File: config.mk
export PLATFORM = sky130hd
export DESIGN_NAME = datapath_sequencer
export DESIGN_NICKNAME = d
export VERILOG_FILES = /design/src/rtl/datapath_pkg.sv /design/src/rtl/datapath_sequencer_instr_decode.sv /design/src/rtl/datapath_sequencer.sv
export SDC_FILE = /design/constraint.sdc
export NUM_CORES = 1
export LEC_CHECK = 0
export ABC_AREA = 0
export CELL_PAD_IN_SITES_DETAIL_PLACEMENT = 0
export CELL_PAD_IN_SITES_GLOBAL_PLACEMENT = 1
export CORE_MARGIN = 2
export CORE_UTILIZATION = 34
export CTS_CLUSTER_SIZE = 30
export DETAILED_ROUTE_END_ITERATION = 12
export HOLD_SLACK_MARGIN = 0.06
export PLACE_DENSITY_LB_ADDON = 0.1
export SYNTH_ARGS = -nofsm -noshare
export SYNTH_HDL_FRONTEND = slang
export SYNTH_SLANG_ARGS = --single-unit
File: constraint.sdc
create_clock -name clk -period 3.5 [get_ports clk]
set_input_delay 0.525 -clock clk [delete_from_list [all_inputs] [get_ports clk]]
set_output_delay 0.525 -clock clk [all_outputs]
set_load 0.02 [all_outputs]
File: src/rtl/datapath_pkg.sv
// Shared types for the datapath sequencer: micro-instruction layout, decoded
// control bundle, opcode and FSM state encodings.
package datapath_pkg;

  localparam int REG_AW_P      = 4;
  localparam int SEL_W_P       = 4;
  localparam int OUT_W_P       = 7;
  localparam int REP_W_P       = 2;
  localparam int CTRL_W        = 8;
  localparam int CTRL_WSRC_BIT = 0;

  typedef enum logic [2:0] {
    OP_SHR = 3'd1,
    OP_MOV = 3'd4
  } op_e;

  typedef enum logic {
    IDLE = 1'b0,
    EXEC = 1'b1
  } seq_state_e;

  typedef struct packed {
    logic [2:0]          op;
    logic                emit;
    logic                wen;
    logic                wsrc;
    logic [REG_AW_P-1:0] wa;
    logic [REG_AW_P-1:0] raa;
    logic [REG_AW_P-1:0] rab;
    logic [2:0]          sel;
    logic                cond;
    logic [REP_W_P-1:0]  rep;
  } instr_t;

  // Per-instruction fields held constant across all repetitions
  typedef struct packed {
    logic [2:0]          op;
    logic                emit;
    logic                wen;
    logic [REG_AW_P-1:0] wa;
    logic [REG_AW_P-1:0] raa;
    logic [REG_AW_P-1:0] rab;
    logic [SEL_W_P-1:0]  sel;
    logic [CTRL_W-1:0]   ctrl;
  } ctrl_t;

endpackage

File: src/rtl/datapath_sequencer_instr_decode.sv
// Combinational decode of a micro-instruction word into the datapath control
// bundle plus the sequencing fields (cond, rep) used at acceptance.
module instr_decode
  import datapath_pkg::*;
(
  input  instr_t             instr,
  output ctrl_t              bundle,
  output logic               cond,
  output logic [REP_W_P-1:0] rep
);

  always_comb begin
    bundle      = '0;
    bundle.op   = instr.op;
    bundle.emit = instr.emit;
    bundle.wen  = instr.wen;
    bundle.wa   = instr.wa;
    bundle.raa  = instr.raa;
    bundle.rab  = instr.rab;
    bundle.sel  = SEL_W_P'(instr.sel);
    bundle.ctrl[CTRL_WSRC_BIT] = instr.wsrc;
  end

  assign cond = instr.cond;
  assign rep  = instr.rep;

endmodule

File: src/rtl/datapath_sequencer.sv
// Micro-instruction sequencer: accepts instructions, repeats them rep+1 cycles,
// squashes conditionals on the stored flag and captures datapath results.
module datapath_sequencer
  import datapath_pkg::*;
#(
  parameter int REG_AW = 4,
  parameter int SEL_W  = 4,
  parameter int OUT_W  = 7,
  parameter int REP_W  = 2
) (
  input  logic              clk,
  input  logic              rst_n,
  input  logic              instr_valid,
  output logic              instr_ready,
  input  logic [23:0]       instr,
  input  logic              Flag,
  input  logic [OUT_W-1:0]  OutPort,
  output logic [SEL_W-1:0]  Sel,
  output logic              Wen,
  output logic [REG_AW-1:0] WA,
  output logic [REG_AW-1:0] RAA,
  output logic [REG_AW-1:0] RAB,
  output logic [2:0]        Op,
  output logic [7:0]        Ctrl,
  output logic              res_valid,
  output logic [OUT_W-1:0]  res_data,
  output logic              busy
);

  seq_state_e         state_r;
  seq_state_e         state_nxt_s;
  instr_t             instr_s;
  ctrl_t              dec_s;
  ctrl_t              cur_r;
  logic               cond_s;
  logic [REP_W_P-1:0] rep_s;
  logic [REP_W-1:0]   cnt_r;
  logic               squash_r;
  logic               flag_q_r;
  logic               res_valid_r;
  logic [OUT_W-1:0]   res_data_r;
  logic               exec_s;
  logic               last_s;
  logic               can_take_s;
  logic               accept_s;
  logic               flag_eff_s;
  logic               squash_nxt_s;

  assign instr_s = instr;

  instr_decode u_decode (
    .instr  (instr_s),
    .bundle (dec_s),
    .cond   (cond_s),
    .rep    (rep_s)
  );

  // Last-cycle detection and squash evaluation; a flag being retired this
  // cycle is forwarded so a back-to-back conditional sees it.
  always_comb begin
    exec_s     = (state_r == EXEC);
    last_s     = exec_s && ((cnt_r == {REP_W{1'b0}}) || squash_r);
    can_take_s = !exec_s || last_s;
    accept_s   = instr_valid && can_take_s;
    if (last_s && !squash_r) begin
      flag_eff_s = Flag;
    end else begin
      flag_eff_s = flag_q_r;
    end
    squash_nxt_s = cond_s && !flag_eff_s;
  end

  always_ff @(posedge clk or negedge rst_n) begin
    if (!rst_n) begin
      state_r <= IDLE;
    end else begin
      state_r <= state_nxt_s;
    end
  end

  always_comb begin
    state_nxt_s = state_r;
    case (state_r)
      IDLE: begin
        if (accept_s) begin
          state_nxt_s = EXEC;
        end else begin
          state_nxt_s = IDLE;
        end
      end
      EXEC: begin
        if (last_s && !accept_s) begin
          state_nxt_s = IDLE;
        end else begin
          state_nxt_s = EXEC;
        end
      end
      default: state_nxt_s = IDLE;
    endcase
  end

  always_ff @(posedge clk or negedge rst_n) begin
    if (!rst_n) begin
      cur_r    <= '0;
      cnt_r    <= {REP_W{1'b0}};
      squash_r <= 1'b0;
    end else if (accept_s) begin
      cur_r    <= dec_s;
      cnt_r    <= rep_s;
      squash_r <= squash_nxt_s;
    end else if (exec_s && !last_s) begin
      cnt_r <= cnt_r - 1'b1;
    end
  end

  // Flag retirement and result capture happen only for live (non-squashed) work
  always_ff @(posedge clk or negedge rst_n) begin
    if (!rst_n) begin
      flag_q_r    <= 1'b0;
      res_valid_r <= 1'b0;
      res_data_r  <= {OUT_W{1'b0}};
    end else begin
      if (last_s && !squash_r) begin
        flag_q_r <= Flag;
      end
      res_valid_r <= exec_s && !squash_r && cur_r.emit;
      if (exec_s && !squash_r && cur_r.emit) begin
        res_data_r <= OutPort;
      end
    end
  end

  always_comb begin
    Sel         = {SEL_W{1'b0}};
    Wen         = 1'b0;
    WA          = {REG_AW{1'b0}};
    RAA         = {REG_AW{1'b0}};
    RAB         = {REG_AW{1'b0}};
    Op          = 3'd0;
    Ctrl        = 8'd0;
    busy        = 1'b0;
    instr_ready = rst_n && can_take_s;
    case (state_r)
      IDLE: begin
        busy = 1'b0;
      end
      EXEC: begin
        busy = 1'b1;
        Sel  = cur_r.sel;
        Wen  = cur_r.wen && !squash_r;
        WA   = cur_r.wa;
        RAA  = cur_r.raa;
        RAB  = cur_r.rab;
        Op   = cur_r.op;
        Ctrl = cur_r.ctrl;
      end
      default: begin
        busy = 1'b0;
      end
    endcase
  end

  assign res_valid = res_valid_r;
  assign res_data  = res_data_r;

endmodule

==> run_results.csv <==
group,metric,value,unit
die,dieArea,5412,µm²
critical_path,crit_buf_inv,2,
synthesis,ys_ff_latch,34,
timing,min_period,2.538,ns
critical_path,critPathKind,"register to output port",
clock_tree,cts_max_level,2,
synthesis,syn_inst,119,
clock_tree,clockBufferDepth,2,
clock_tree,clock_latency,0.28,ns
critical_path,cp_slowest_cell,"clkdlybuf4s50_1",
critical_path,cp-end-kind,"output port",
power,irDropWorstVdd,0.5628,mV
layout,syn2layout_area_growth,44.49,%
critical_path,startpoint_type,"register",
critical_path,timing.rr.end,"cur_r[12]$_DFFE_PN0P_",
clock_tree,cts_hold_buf,0,
synthesis,syn_area_per_cell,13.83,µm²
layout,drive_gt1_share,22.87,%
detailed_routing,drc,0,
timing,finClkSkew,0.004228,ns
timing,tns,0,ns
global_routing,overflow,0,
placement,place_congestion,0.7684,
layout,final_common_cell,"clkdlybuf4s50_1",
die,fp.coreArea,4692,µm²
critical_path,worstPathRequired,2.97,ns
global_routing,track_usage,13.97,%
detailed_routing,wirelength,3.459,mm
critical_path,reg2reg_depth,5,
synthesis,synth.distinct_cells,22,
critical_path,path_delay_family,"buffers and inverters",
clock_tree,root_buffer,"clkbuf_8",
die,die_h,73.57,µm
clock_tree,post_cts_buffers,0,
clock_tree,cts_made_buffers,5,
clock_tree,clock_sinks,34,
placement,hpwl,2.523,mm
detailed_routing,drt_iter0_markers,51,
layout,stdcell_area,2377,µm²
timing,hold_viol,0,
die,die_x,73.57,µm
global_routing,grt_first_pass_wirelength,5.540,mm
detailed_routing,vias,1097,
placement,portBuffers,64,
power,leakagePower,1.079,nW
critical_path,regToRegSetupSlack,1.57,ns
synthesis,syn_area,1645,µm²
timing,rsz0062_at_grt,"no",
synthesis,ys.warnings.count,0,
critical_path,cp_cell_sequence,"inv_1 > ha_1 > nor3b_4 > and2b_1 > clkdlybuf4s50_1",
critical_path,path_max_fanout,7,
timing,fmax,0.3940,GHz
die,io_pins,73,
detailed_routing,ant_nets,0,
worst_hold_path,hold_path_class,"primary input to async pin",
layout,seqCellArea,850.8,µm²
global_routing,antenna_found_initial,0,
clock_tree,path_clk_slew,0.07,ns
power,power.density,1010,nW/µm²
detailed_routing,avgRoutedWirePerCell,14.29,µm
timing,finalSetupViolCount,0,
placement,post_dp_cell_area,2282,µm²
critical_path,rr_startpoint,"cnt_r[0]$_DFFE_PN0P_",
die,rows,25,
global_routing,grt_max_degree,35,
clock_tree,cts_tree,"yes",
critical_path,cp.arrival,2.01,ns
layout,fill_cells,411,
layout,multi_input_area,698.2,µm²
timing,timing.final.crit_share,72.52,%
synthesis,yosysSeqAreaShare,51.71,%
status,status,"completed",
detailed_routing,viasPerCell,4.533,
clock_tree,post_cts_resize_count,0,
global_routing,grt_pass1_vias,1102,
layout,layout.nets,223,
layout,n_antenna_cell,0,
layout,layout_common_cells,"63 x clkdlybuf4s50_1, 34 x dfrtp_1, 20 x and2_1, 20 x mux2_4, 9 x mux2_2",
detailed_routing,firstDrtPassIters,4,
timing,maxSlewViolCount,0,
die,floorplan.initialDensity,35.07,%
critical_path,max_stage_delay,0.54,ns
flow_run,maxCapViolations,0,
-- metal layers --
metal / global-route usage [%] / wire, µm
met1: 18.40 / 1573
met5: 0 / 0
met3: 5.350 / 219
met2: 21.03 / 1613
met4: 4.848 / 52
-- cells in the mapped netlist (all sizes together) --
master / n / area share (%)
dfrtp: 34 / 52
mux2: 29 / 24
and2: 20 / 7.6
buf: 10 / 6.1
inv: 4 / 0.91
nor2b: 3 / 1.1
a211oi: 2 / 0.91
a21oi: 2 / 0.61
clkbuf: 2 / 0.46
nand2: 2 / 0.46
nor3: 2 / 0.61
a211o: 1 / 0.53
and2b: 1 / 0.46
conb: 1 / 0.23
ha: 1 / 0.76
nand2b: 1 / 0.84
nand3b: 1 / 0.46
nor3b: 1 / 1.1
o21ai: 1 / 0.30
or2: 1 / 0.38
-- stage by stage --
stage | std cells | util (%) | hold slack (ns) | power (W) | worst slack (ns)
6_report | 242 | 50.67 | 0.2860 | 0.002402 | 0.9620
5_1_grt | 242 | 50.67 | 0.3228 | 0.002565 | 0.8381
4_1_cts | 242 | 50.67 | 0.2977 | 0.002438 | 0.9472
3_5_place_dp | 234 | 48.64 | 0.4837 | 0.002129 | 1.279
3_3_place_gp | 234 | 48.64 | 0.4490 | 0.002099 | 1.325
2_1_floorplan | 126 | - | 0.2294 | 0.001625 | 1.831
-- cell type report --
type / count / area share [%]
clock inverters: 2 / 0.5263
well taps: 54 / 2.842
clock buffers: 6 / 3.474
inverters: 4 / 0.6316
repair buffers: 66 / 27.37
multi-input cells: 76 / 29.37
flip-flops and latches: 34 / 35.79
-- where the power goes --
group / switching (W) / internal [W]
sequential: 0.000104 / 0.000597
clock: 0.000139 / 0.000158
combinational: 0.000604 / 0.000799
-- sequential cells by signal (all words and copies together), names as in the netlist --
| register | flops |
|---|---|
| squash_r | 1 |
| res_data | 7 |
| flag_q_r | 1 |
| cnt_r | 2 |
| exec_s | 1 |
| res_valid | 1 |
| cur_r | 21 |
-- logic make-up (layout without fill, tap and decap cells) --
family                     count (synthesis)  after routing  synth area share [%]
buffers and inverters                     16             78                 7.453
AOI/OAI and AO/OA                          6              6                 2.357
muxes                                     29             29                 24.41
other                                      1              8                0.2279
DFF                                       34             34                 51.71
and+or+nand+nor                           32             32                 13.08
adders and majority gates                  1              1                0.7603
-- how the worst max path moves through the flow --
stage               slack [ns]  depth (start not counted)          end                 start
floorplan                 1.83                          4  instr_ready  cnt_r[0]$_DFFE_PN0P_
global placement          1.32                          5  instr_ready  cnt_r[0]$_DFFE_PN0P_
detailed placement        1.28                          5  instr_ready  cnt_r[0]$_DFFE_PN0P_
CTS                       0.95                          5  instr_ready  cnt_r[0]$_DFFE_PN0P_
global route              0.84                          5  instr_ready  cnt_r[0]$_DFFE_PN0P_
finish                    0.96                          5  instr_ready  cnt_r[0]$_DFFE_PN0P_
No activity file was read; power rests on OpenSTA's default activity.
